===== src/rtl/tpu_pkg.sv =====
// rtl/tpu_pkg.sv - shared widths, byte counts and format encoding for the result path
package tpu_pkg;

  localparam int ACC_W      = 16;
  localparam int OUT_W      = 8;
  localparam int NUM_RES    = 4;
  localparam int BYTES_SAT  = 4;
  localparam int BYTES_FULL = 8;

  typedef enum logic {
    MODE_SAT  = 1'b0,
    MODE_FULL = 1'b1
  } mode_e;

  // Element 0 is c00, element 3 is c11.
  typedef logic [NUM_RES-1:0][ACC_W-1:0] res_set_t;

endpackage


===== src/rtl/sat_s16_to_s8.sv =====
// rtl/sat_s16_to_s8.sv - combinational signed saturation of one accumulator result to a host byte
module sat_s16_to_s8
  import tpu_pkg::*;
(
  input  logic [ACC_W-1:0] value_i,
  output logic [OUT_W-1:0] sat_o
);

  // The value fits in OUT_W signed bits only when every bit from the top down
  // to the byte's sign bit is a copy of the sign.
  logic [ACC_W-OUT_W:0] head;

  assign head = value_i[ACC_W-1:OUT_W-1];

  always_comb begin
    sat_o = value_i[OUT_W-1:0];
    if ((head != '0) && (head != '1)) begin
      sat_o = value_i[ACC_W-1] ? {1'b1, {(OUT_W-1){1'b0}}}
                               : {1'b0, {(OUT_W-1){1'b1}}};
    end
  end

endmodule


===== src/rtl/result_drain.sv =====
// rtl/result_drain.sv - double-buffered snapshot of the 2x2 results, streamed to the host a byte per pop
module result_drain
  import tpu_pkg::*;
(
  input  logic             clk,
  input  logic             rst,
  input  logic             capture,
  input  logic             mode,
  input  logic [ACC_W-1:0] c00,
  input  logic [ACC_W-1:0] c01,
  input  logic [ACC_W-1:0] c10,
  input  logic [ACC_W-1:0] c11,
  input  logic             rd_en,
  input  logic             clr_ovr,
  output logic [OUT_W-1:0] out_data,
  output logic             out_valid,
  output logic             pend_full,
  output logic [3:0]       bytes_left,
  output logic             overrun
);

  res_set_t         act_res_q, act_res_d;
  res_set_t         pend_res_q, pend_res_d;
  res_set_t         cap_res;
  mode_e            act_mode_q, act_mode_d;
  mode_e            pend_mode_q, pend_mode_d;
  logic             act_full_q, act_full_d;
  logic             pend_full_q, pend_full_d;
  logic [2:0]       idx_q, idx_d;
  logic [OUT_W-1:0] out_data_q, out_data_d;
  logic             overrun_q, overrun_d;

  logic             pop;
  logic             last;
  logic             drop;
  logic [2:0]       last_idx;
  logic [1:0]       res_sel;
  logic [ACC_W-1:0] sel_res;
  logic [OUT_W-1:0] sat_byte;
  logic [OUT_W-1:0] full_byte;

  assign cap_res  = {c11, c10, c01, c00};
  assign pop      = rd_en & act_full_q;
  assign last_idx = (act_mode_q == MODE_FULL) ? 3'(BYTES_FULL - 1) : 3'(BYTES_SAT - 1);
  assign last     = pop & (idx_q == last_idx);

  // Pops are resolved first; the capture then lands in whichever bank is free
  // afterwards, which gives the no-bubble handover and the no-loss swap.
  always_comb begin
    act_res_d   = act_res_q;
    act_mode_d  = act_mode_q;
    act_full_d  = act_full_q;
    pend_res_d  = pend_res_q;
    pend_mode_d = pend_mode_q;
    pend_full_d = pend_full_q;
    idx_d       = idx_q;
    drop        = 1'b0;

    if (pop) begin
      idx_d = idx_q + 3'd1;
    end

    if (last) begin
      idx_d = '0;
      if (pend_full_q) begin
        act_res_d   = pend_res_q;
        act_mode_d  = pend_mode_q;
        pend_full_d = 1'b0;
      end else begin
        act_full_d  = 1'b0;
      end
    end

    if (capture) begin
      if (!act_full_d) begin
        act_res_d   = cap_res;
        act_mode_d  = mode_e'(mode);
        act_full_d  = 1'b1;
        idx_d       = '0;
      end else if (!pend_full_d) begin
        pend_res_d  = cap_res;
        pend_mode_d = mode_e'(mode);
        pend_full_d = 1'b1;
      end else begin
        drop        = 1'b1;
      end
    end

    overrun_d = drop | (overrun_q & ~clr_ovr);
  end

  // The registered byte is looked up from the next-state bank so it appears
  // in the same cycle as the capture or pop that selects it.
  assign res_sel   = (act_mode_d == MODE_FULL) ? idx_d[2:1] : idx_d[1:0];
  assign sel_res   = act_res_d[res_sel];
  assign full_byte = idx_d[0] ? sel_res[ACC_W-1:OUT_W] : sel_res[OUT_W-1:0];

  sat_s16_to_s8 u_sat (
    .value_i (sel_res),
    .sat_o   (sat_byte)
  );

  always_comb begin
    out_data_d = '0;
    if (act_full_d) begin
      out_data_d = (act_mode_d == MODE_FULL) ? full_byte : sat_byte;
    end
  end

  always_ff @(posedge clk) begin
    if (rst) begin
      act_res_q   <= '0;
      act_mode_q  <= MODE_SAT;
      act_full_q  <= 1'b0;
      pend_res_q  <= '0;
      pend_mode_q <= MODE_SAT;
      pend_full_q <= 1'b0;
      idx_q       <= '0;
      out_data_q  <= '0;
      overrun_q   <= 1'b0;
    end else begin
      act_res_q   <= act_res_d;
      act_mode_q  <= act_mode_d;
      act_full_q  <= act_full_d;
      pend_res_q  <= pend_res_d;
      pend_mode_q <= pend_mode_d;
      pend_full_q <= pend_full_d;
      idx_q       <= idx_d;
      out_data_q  <= out_data_d;
      overrun_q   <= overrun_d;
    end
  end

  assign out_data   = out_data_q;
  assign out_valid  = act_full_q;
  assign pend_full  = pend_full_q;
  assign overrun    = overrun_q;
  assign bytes_left = act_full_q
                    ? (((act_mode_q == MODE_FULL) ? 4'(BYTES_FULL) : 4'(BYTES_SAT)) - {1'b0, idx_q})
                    : 4'd0;

endmodule


===== config.mk =====
export PLATFORM = sky130hd
export DESIGN_NAME = result_drain
export DESIGN_NICKNAME = d
export VERILOG_FILES = /design/src/rtl/tpu_pkg.sv /design/src/rtl/sat_s16_to_s8.sv /design/src/rtl/result_drain.sv
export SDC_FILE = /design/constraint.sdc
export NUM_CORES = 1
export LEC_CHECK = 0
export BUFFER_PORTS_ARGS = -buffer_cell sky130_fd_sc_hd__buf_2
export CAP_MARGIN = 10
export CORE_MARGIN = 2
export CORE_UTILIZATION = 55
export CTS_BUF_LIST = sky130_fd_sc_hd__clkbuf_8
export DETAILED_ROUTE_END_ITERATION = 8
export GPL_TIMING_DRIVEN = 0
export HOLD_SLACK_MARGIN = 0.03
export PLACE_DENSITY = 0.79
export SYNTH_ARGS = -nofsm -noshare
export SYNTH_HDL_FRONTEND = slang
export SYNTH_SLANG_ARGS = --single-unit

===== constraint.sdc =====
create_clock -name clk -period 3.25 [get_ports clk]
set_input_delay 0.325 -clock clk [delete_from_list [all_inputs] [get_ports clk]]
set_output_delay 0.325 -clock clk [all_outputs]
set_load 0.01 [all_outputs]

* Word-level counts from Yosys, hierarchy flattened
Cells that the tools add are included.
Storage, ports and cells: bits in registers 144, input bits 70, output and inout bits 15, word-level logic and storage cells 62
Cells by class: $add $sub $neg 2, magnitude comparators 1, equal/unequal tests 2, muxes and demuxes 31, bitwise gates (word level) 7, reductions and logical operators 4
Operators by type and width (number):
- $mux W64 | 4
- $bmux W16 S2 | 1
- $mux W8 | 4
- $mux W16 | 1
- $mux W3 | 5
- $mux W1 | 13
- $ne A9 B9 Y1 const B | 1
- $reduce_bool A9 Y1 | 1
- $mux W4 | 2
- $sub A4 B3 Y4 | 1
- $add A3 B1 Y3 const B | 1
- $and A1 B1 Y1 | 3
- $eq A3 B3 Y1 | 1
- $lt A2 B3 Y1 const B | 1
- $not A1 Y1 | 3
- $reduce_and A3 Y1 | 1
- $mux W2 | 1
- $reduce_or A2 Y1 | 1
- $logic_and A1 B1 Y1 | 1
- $or A1 B1 Y1 | 1

* Logic depth before layout (Yosys ltp)
Gate-level depths: netlist of the first run.
depth after elaboration 13, gate-level depth with buffers 13, depth with buffers taken out 11

* Hierarchy
A second synthesis of the first run with hierarchy kept.
Unflattened totals: cells, all modules 965, area total of the unflattened synthesis 7357.1 µm²
Modules (own cells, without submodules):
- result_drain | instances 1, cells an instance 942, area each 7209.4 µm², seq. area each 2882.8 µm²
- sat_s16_to_s8 | instances 1, cells an instance 23, area each 147.6 µm², seq. area each 0.0 µm²

* Worst setup path after synthesis of the first run
No wires, ideal clock.
kind register to register, from reg act_mode_q, to reg out_data_q[6], in the netlist out_data[6], library setup time 86 ps, arrival time 3324 ps, data required time 3164 ps, path slack -161 ps, cell stages (with the launch flop) 14, period minus slack after synthesis 3411 ps, path through dfxtp_1 -> inv_1 -> ha_1 -> nand3b_4 -> nor2_2 -> a21oi_1 -> mux2i_1 -> buf_6 -> buf_2 -> mux4_2 -> nor4_1 -> nand4_1 -> a311o_4 -> a221oi_2
Between the ends: word-level cells in the longest chain between the ends 13, elaborated cells between the ends (all ways) 27, classes of those cells eq/ne (2); mux (20); bitwise (2); reduce/logical (3)
Ends and longest elaborated chain:
- start, declared | line result_drain.sv:25 | mode_e act_mode_q, act_mode_d;
- start signal, assigned | line result_drain.sv:123 | act_mode_q <= act_mode_d;
- $mux W3 | line result_drain.sv:44 | assign last_idx = (act_mode_q == MODE_FULL) ? 3'(BYTES_FULL - 1) : 3'(BYTES_SAT - 1);
- $eq A3 B3 Y1 | line result_drain.sv:45 | assign last = pop & (idx_q == last_idx);
- $and A1 B1 Y1 | line result_drain.sv:45
- $mux W3 or $mux W1 (tied branches) | line result_drain.sv:63 | if (last) begin
- $mux W3 or $mux W1 (tied branches) | line result_drain.sv:75 | if (!act_full_d) begin
- $mux W3 or $mux W1 (tied branches) | line result_drain.sv:74 | if (capture) begin
- $mux W2 | line result_drain.sv:94 | assign res_sel = (act_mode_d == MODE_FULL) ? idx_d[2:1] : idx_d[1:0];
- $bmux W16 S2 | line result_drain.sv:95 | assign sel_res = act_res_d[res_sel];
- $mux W16 (implied by the code) | line result_drain.sv:95
- $ne A9 B9 Y1 or $reduce_bool A9 Y1 (tied branches) | line sat_s16_to_s8.sv:17 | if ((head != '0) && (head != '1)) begin
- $logic_and A1 B1 Y1 | line sat_s16_to_s8.sv:17
- $mux W8 | line sat_s16_to_s8.sv:17
- $mux W8 | line result_drain.sv:106 | out_data_d = (act_mode_d == MODE_FULL) ? full_byte : sat_byte;
- end signal, assigned | line result_drain.sv:129 | out_data_q <= out_data_d;
- end, declared | line result_drain.sv:30 | logic [OUT_W-1:0] out_data_q, out_data_d;
Parallel ways exist; a longest one is shown, timed or not. The select of a mux whose other input is x is not followed. A chain may end at the register's enable or synchronous reset.

* Worst setup path in the final report of the first run
from reg act_mode_q, to reg out_data_q[3], in the netlist out_data[3]
The elaborated chain is that of the path after synthesis.

==> results.rst, run 1 <==
.. list-table::
   :header-rows: 1

   * - Metric
     - Value
   * - Outcome
     - finished with violations
   * - Failing checks
     - negative setup slack
   * - Clock tree from TritonCTS
     - built
   * - Multiplexer share of the synthesized area
     - 0.1489
   * - Mean instance size in the synthesized netlist
     - 8.453 um2
   * - Routability cong.
     - 0.9716
   * - Min Tclk post-route
     - 3.429 ns
   * - Placement Rows
     - 41
   * - Num CTS Buffers
     - 17
   * - Cell taking the most area after synthesis
     - dfxtp_1
   * - Yosys Warn Count
     - 0
   * - Ys async rst share
     - 0
   * - Worst-path clk slew
     - 0.09 ns
   * - Maximum capacitance violations
     - 0
   * - Remaining Overflow, GRT
     - 0
   * - Required time of the critical path
     - 3.60 ns
   * - Worst Setup Slack post-DPL
     - -0.3323 ns
   * - Slew Viols, Final
     - 0
   * - Mapped Area
     - 7042 um2
   * - Vias after detailed routing
     - 6,867
   * - Worst VDD drop
     - 0.3331 mV
   * - Final nets
     - 1,023
   * - Routed WL per cell
     - 18.79 um
   * - Core occupancy in the finished layout
     - 0.6631
   * - Port Buf Inserts
     - 82
   * - Wire length of the first global-routing pass
     - 33,220 um
   * - Top flip-flop cell by instance count after synthesis
     - dfxtp_1
   * - Layout overhead on the synthesized area
     - 18.35%
   * - Footprint of the flip-flops and latches
     - 2885 um2
   * - Worst min path class
     - in -> reg
   * - Worst Reg-to-Reg Cells
     - 11
   * - Proportion of layout cells with a drive suffix above 1
     - 0.2264
   * - Depth of the CTS H-tree
     - 4
   * - Insertion delay to the later sink of the worst-skew pair
     - 0.48 ns
   * - Die X-Extent
     - 117.2 um
   * - Synthesized-area fraction occupied by ao, oa, aoi and oai cells
     - 0.1684
   * - Worst setup path category
     - reg -> reg
   * - Fin worst setup slack
     - -0.1794 ns
   * - Crit-path max FO
     - 10
   * - Transition time at the pin with the least slew margin
     - 0.9750 ns
   * - Crit path launch type
     - register
   * - Die area
     - 13,720 um2
   * - Crit Reg-Reg Endpoint
     - out_data[3]
   * - Area of all placed cells without fillers
     - 8334 um2
   * - Count of different cell masters after synthesis
     - 49
   * - Final clock period utilization by the worst path
     - 1.055
   * - Via/cell ratio
     - 6.050
   * - Setup slack on the worst flop-to-flop path
     - -0.18 ns
   * - Arithmetic-cell share of the synthesized area counting full adders, half adders and majority gates
     - 0.005330
   * - Instance count after placement with tap cells included
     - 1,087
   * - Number of enable-type register cells in the synthesized netlist
     - 0
   * - Initial core utilization
     - 0.5603
   * - Leakage power of the design
     - 3.195 nW
   * - Antenna cell count
     - 0
   * - Share of synthesized cell area in and, or, nand and nor gates
     - 0.2088
   * - DP HPWL
     - 15,020 um
   * - Initial DRC count
     - 754
   * - Root Buffer Master
     - clkbuf_8
   * - Clock tree sinks
     - 144
   * - Clock tree buffer depth
     - 2
   * - Combinational family with the most area after synthesis
     - simple AND/OR/NAND/NOR gates
   * - Clock skew
     - 0.01540 ns
   * - Post-synthesis xor/xnor area fraction
     - 0.002488
   * - Post-route insts no fill
     - 1,135
   * - Worst setup path endpoint
     - out_data[3]
   * - CTS Hold Bufs
     - 0
   * - Power per Cell Area
     - 491.4 nW/um2
   * - Launching element of the worst setup path
     - act_mode_q
   * - DRC errors left
     - 0
   * - Area share of the largest cell type after synthesis
     - 0.4094
   * - Total I/O pin count
     - 85
   * - Count of mapped cells out of synthesis
     - 833
   * - Type of element capturing the critical path
     - register
   * - Wire length after detailed routing
     - 21,330 um
   * - Mapped Nets
     - 906
   * - Pin count of the biggest net entering global routing
     - 17
   * - Number of synthesized register bits
     - 144
   * - Number of detailed-routing iterations run before antenna repair
     - 6
   * - Share of synthesized area occupied by flip-flops and latches
     - 0.4094
   * - Max Clock Freq
     - 291.6 MHz
   * - Unrepaired setup endpoints after global routing
     - true
   * - Number of hold-slack violations in the final timing report
     - 0
   * - Antenna violations before repair
     - 0
   * - Number of global-route vias before repair
     - 6,455
   * - Total global routing track utilization
     - 0.3234
   * - Reg2Reg Launch Point
     - act_mode_q
   * - Remaining number of nets flagged by the antenna check after routing
     - 0
   * - Most numerous cell in the Yosys netlist
     - nand2_1
   * - Setup-failing EPs final
     - 7
   * - Signal arrival time at the worst endpoint
     - 3.78 ns
   * - Top cells by instance count after synthesis
     - nand2_1 (173), dfxtp_1 (144), a21oi_1 (80), mux2i_1 (71), nor2_1 (64)
   * - Vertical die dimension
     - 117.2 um
   * - Area of combinational cells with multiple inputs
     - 3866 um2
   * - Placeable core region
     - 12,570 um2
   * - Max-Slew Margin vs Limit
     - 0.3418
   * - Synth top area cells
     - dfxtp_1 (41%), mux2i_1 (10%), nand2_1 (9.2%)
   * - Post-DP Area
     - 7687 um2
   * - Fillcell total
     - 1,040
timing repair:
action / 4_1_cts / 5_1_grt
buffers inserted: 13 / 3
pin swaps: 9 / 7
gates cloned: 0 / 0
endpoints found under the setup margin: 57 / 57
resized for setup: 26 / 30
layer usage:
layer	wire, um	track usage
met2	9501	0.4839
met3	2030	0.07827
met5	0	0
met1	9005	0.4386
met4	791	0.1600
worst min-delay path by stage:
| stage | from | end | depth (start not counted) |
|---|---|---|---|
| after detailed placement | pend_res_q[23] | pend_res_q[23] | 2 |
| after CTS | c10[10] | pend_res_q[42] | 3 |
| after global routing | c01[1] | pend_res_q[17] | 3 |
| after global placement | pend_res_q[14] | pend_res_q[14] | 2 |
| after floorplan | pend_res_q[13] | pend_res_q[13] | 2 |
| final | c10[10] | pend_res_q[42] | 3 |
placed cells by master (no fill, tap or decap), drive strengths merged, types with 11 or more instances in the layout:
cell type,count
a22o,16
clkbuf,65
dfxtp,144
nand4,11
or3,15
mux4,14
nor2b,29
a221o,14
a21oi,80
nand2,173
buf,121
mux2i,71
inv,19
o21ai,52
nor2,65
nor3,18
critical path: stages (launching register included):
cell and delay, ns:
dfxtp_2 0.35, inv_4 0.04, ha_4 0.27, and3b_2 0.26, buf_6 0.17, o311ai_0 0.81, nand4_1 0.18, o41ai_1 0.55
or3_1 0.19, and2_1 0.12, buf_2 0.24, a211oi_2 0.12
where the power goes:
| part | internal [W] | total (W) | switching [W] |
|---|---|---|---|
| Combinational | 0.000308 | 0.000761 | 0.000452 |
| Clock | 0.000698 | 0.00142 | 0.000722 |
| Sequential | 0.00187 | 0.00191 | 0.0000473 |
| Total | 0.00287 | 0.00410 | 0.00122 |
state kept, by name (all words and copies together), names as in the netlist, 3 cells and up:
signal,count
out_data,8
act_res_q,64
idx_q,3
pend_res_q,64
stage by stage:
step                hold WS (ns)  total power [W]  TNS (ns)
finish                   0.08308         0.004096    -1.045
global route             0.09285         0.004227    -1.442
CTS                      0.08262         0.004048   -0.3616
detailed placement        0.4434         0.002640    -10.11
global placement          0.4369         0.002624    -7.679
floorplan                 0.4312         0.002404         0
cell families (layout without fill, tap and decap cells):
logic type,Yosys count,in the layout
adders and majority gates,3,3
xor gates and xnor gates,2,2
muxes,87,87
and+or+nand+nor,328,328
AOI/OAI and AO/OA,184,184
DFF,144,144
buffers and inverters,85,215
layout make-up:
class	instances	share of cell area
multi-input cells	604	0.4639
repair buffers	98	0.06365
inverters	15	0.007056
flip-flops and latches	144	0.3462
clock inverters	14	0.01696
clock buffers	18	0.02973
well taps	172	0.02582
plain buffers	70	0.04669
(Power assumes the default switching activity.)
==> run 2: changes to the inputs <==
--- a/config.mk
+++ b/config.mk
@@ -16,4 +16,5 @@
 export PLACE_DENSITY = 0.79
 export SYNTH_ARGS = -nofsm -noshare
 export SYNTH_HDL_FRONTEND = slang
+export SYNTH_HIERARCHICAL = 1
 export SYNTH_SLANG_ARGS = --single-unit
==> run 2 against run 1 <==
  * Wire length is 24% higher
  * Combinational power is 31% higher
  * The flow still finishes with violations (negative setup slack)
  * Sequential cell count stayed put
  * Critical path depth is 6 higher
  * Worst setup slack worse by 0.044 ns
  * Final cell count is 13% higher
  * Clock skew is 0.00058 ns higher
  * Synthesized cell count is 16% higher
  * Non-clock buffer count is 32 higher
==> results.rst, run 2 <==
.. list-table::
   :header-rows: 1

   * - Metric
     - Value
   * - Number of hold-slack violations in the final timing report
     - 0
   * - Power per Cell Area
     - 483.6 nW/um2
   * - Die area
     - 14,320 um2
   * - Sw frac
     - 0.3133
   * - Number of global-route vias before repair
     - 7,508
   * - Root Buffer Master
     - clkbuf_8
   * - Wire length of the first global-routing pass
     - 41,430 um
   * - Slew Viols, Final
     - 0
   * - Min Tclk post-route
     - 3.473 ns
   * - Via/cell ratio
     - 6.294
   * - Footprint of the flip-flops and latches
     - 2888 um2
   * - Max Clock Freq
     - 287.9 MHz
   * - Top flip-flop cell by instance count after synthesis
     - dfxtp_1
   * - Total global routing track utilization
     - 0.3757
   * - Post-route insts no fill
     - 1,277
   * - Crit path launch type
     - register
   * - Placeable core region
     - 13,140 um2
   * - Instance count after placement with tap cells included
     - 1,224
   * - Yosys Warn Count
     - 6
   * - Worst min path class
     - in -> reg
   * - Failing checks
     - negative setup slack
   * - Depth of the CTS H-tree
     - 4
   * - Cell taking the most area after synthesis
     - dfxtp_1
   * - Area of all placed cells without fillers
     - 8972 um2
   * - Top cells by instance count after synthesis
     - nand2_1 (153), dfxtp_1 (144), nand3_1 (104), o21ai_0 (93)
   * - Clock tree buffer depth
     - 2
   * - Fillcell total
     - 1,175
   * - Clock skew
     - 0.01598 ns
   * - Max-Slew Margin vs Limit
     - 0.4136
   * - Signal arrival time at the worst endpoint
     - 3.79 ns
   * - Placement Rows
     - 42
   * - Clock tree sinks
     - 144
   * - Mapped Area
     - 7357 um2
   * - Antenna violations before repair
     - 0
   * - Commonest non-fill, non-tap cell in the layout
     - nand2_1
   * - Clk network pwr share
     - 0.330
   * - Number of enable-type register cells in the synthesized netlist
     - 0
   * - Most frequent cells in the layout
     - nand2_1 (152), dfxtp_1 (142), nand3_1 (99), buf_2 (87), o21ai_0 (78)
   * - Final clock period utilization by the worst path
     - 1.069
   * - DRC errors left
     - 0
   * - CTS Hold Bufs
     - 0
   * - Final nets
     - 1,161
   * - Insertion delay to the later sink of the worst-skew pair
     - 0.47 ns
   * - Routability cong.
     - 1.039
   * - DP HPWL
     - 18,830 um
   * - Switching component of the power
     - 0.001360 W
   * - Synth top area cells
     - dfxtp_1 (39%), nand2_1 (7.8%), nand3_1 (7.1%)
   * - Initial core utilization
     - 0.5600
   * - Clock tree from TritonCTS
     - built
   * - Post-DP Area
     - 8005 um2
   * - Num CTS Buffers
     - 17
   * - Smallest hold slack
     - 0.09254 ns
   * - Part of the total power dissipated in sequential elements
     - 0.440
   * - Pint
     - 0.002980 W
   * - Count of mapped cells out of synthesis
     - 965
   * - Total I/O pin count
     - 85
   * - Outcome
     - finished with violations
   * - Leakage power of the design
     - 3.367 nW
   * - Routed WL per cell
     - 20.79 um
   * - Vertical die dimension
     - 119.7 um
   * - Antenna cell count
     - 0
   * - Crit-path max FO
     - 7
   * - Area of combinational cells with multiple inputs
     - 4354 um2
   * - Worst-path clk slew
     - 0.09 ns
   * - Share of synthesized area occupied by flip-flops and latches
     - 0.3918
   * - Remaining Overflow, GRT
     - 0
   * - Ys async rst share
     - 0
   * - Remaining number of nets flagged by the antenna check after routing
     - 0
   * - Most numerous cell in the Yosys netlist
     - nand2_1
   * - Count of different cell masters after synthesis
     - 44
   * - Worst setup path category
     - reg -> reg
   * - Number of detailed-routing iterations run before antenna repair
     - 8
   * - Layout overhead on the synthesized area
     - 21.96%
   * - Mapped Nets
     - 1,038
   * - Pin count of the biggest net entering global routing
     - 17
   * - Unrepaired setup endpoints after global routing
     - true
   * - Maximum capacitance violations
     - 0
   * - Worst VDD drop
     - 0.4510 mV
   * - Proportion of layout cells with a drive suffix above 1
     - 0.2180
   * - Die X-Extent
     - 119.7 um
   * - Setup-failing EPs final
     - 7
   * - Wire length after detailed routing
     - 26,550 um
   * - Vias after detailed routing
     - 8,038
   * - Port Buf Inserts
     - 83
   * - Mean instance size in the synthesized netlist
     - 7.624 um2
   * - Fin worst setup slack
     - -0.2235 ns
   * - Portion of total power attributed to combinational logic
     - 0.230
   * - Required time of the critical path
     - 3.56 ns
   * - Area share of the largest cell type after synthesis
     - 0.3918
   * - Number of synthesized register bits
     - 144
   * - Initial DRC count
     - 1,032
   * - Type of element capturing the critical path
     - register
   * - Transition time at the pin with the least slew margin
     - 0.8756 ns
run 2: cells by family after synthesis:
group / Yosys count / share of synthesized area
AO/OA/AOI/OAI: 317 / 0.2582
multiplexers: 27 / 0.04235
AND/OR/NAND/NOR: 368 / 0.2442
adder cells (fa/ha/maj): 3 / 0.005103
buffers and inverters: 104 / 0.05595
XOR/XNOR: 2 / 0.002381
flip-flops: 144 / 0.3918
run 2: layer usage:
| metal | wire length, um | vias to the layer above | track usage |
|---|---|---|---|
| met1 | 11080 | 3795 | 0.5109 |
| met3 | 2508 | 73 | 0.07842 |
| met4 | 872 | 0 | 0.1382 |
| met2 | 12080 | 469 | 0.5900 |
| li1 | - | 3701 | - |
| met5 | 0 | - | 0 |
run 2: layout make-up:
cell class / instances / area share
timing repair buffer: 105 / 0.06596
sequential: 144 / 0.3219
inverter: 8 / 0.003626
clock inverter: 12 / 0.01325
multi-input combinational: 717 / 0.4853
buffer: 95 / 0.05480
tap: 176 / 0.02454
clock buffer: 20 / 0.03068
run 2: final timing paths:
check | from | endpoint | slack (ns) | depth (start not counted)
worst max-delay path | act_mode_q | out_data[4] | -0.22 | 17
worst min register to register | pend_res_q[61] | pend_res_q[61] | 0.45 | 2
worst max register to register | act_mode_q | out_data[4] | -0.22 | 17
worst min-delay path | c01[1] | pend_res_q[17] | 0.09 | 3
run 2: metrics by stage:
stage	setup WS (ns)	total power [W]	setup TNS (ns)	utilization
floorplan	0.09178	0.002480	0	-
global placement	-0.7694	0.002765	-6.377	0.6093
detailed placement	-0.7722	0.002775	-7.516	0.6093
CTS	-0.09473	0.004244	-0.5636	0.6670
global route	-0.2966	0.004475	-2.141	0.6830
finish	-0.2235	0.004339	-1.345	0.6830
run 2: power by group through the flow:
stage	logic (W)	registers [W]	clock network (W)
global placement	0.000822	0.00194	0
finish	0.000999	0.00191	0.00143
floorplan	0.000535	0.00194	0
global route	0.00107	0.00192	0.00149
detailed placement	0.000829	0.00195	0
CTS	0.000910	0.00191	0.00143
run 2: repair_timing:
| action | 4_1_cts | 5_1_grt |
|---|---|---|
| pin swaps | 25 | 10 |
| setup endpoints to repair | 55 | 50 |
| setup buffers | 11 | 11 |
| gates resized for setup | 96 | 50 |
run 2: critical path, stage by stage (launching register included):
cell and delay (ns):
dfxtp_4 0.37, inv_4 0.04, ha_4 0.25, and4b_1 0.26
buf_6 0.15, a21oi_4 0.09, o41ai_4 0.36, buf_6 0.18
nor2_4 0.07, buf_4 0.15, mux2_4 0.30, nor2_1 0.10
a31oi_1 0.08, nor4_2 0.32, nand2_2 0.20, a2bb2oi_1 0.17
o21ai_1 0.14, a21oi_1 0.08
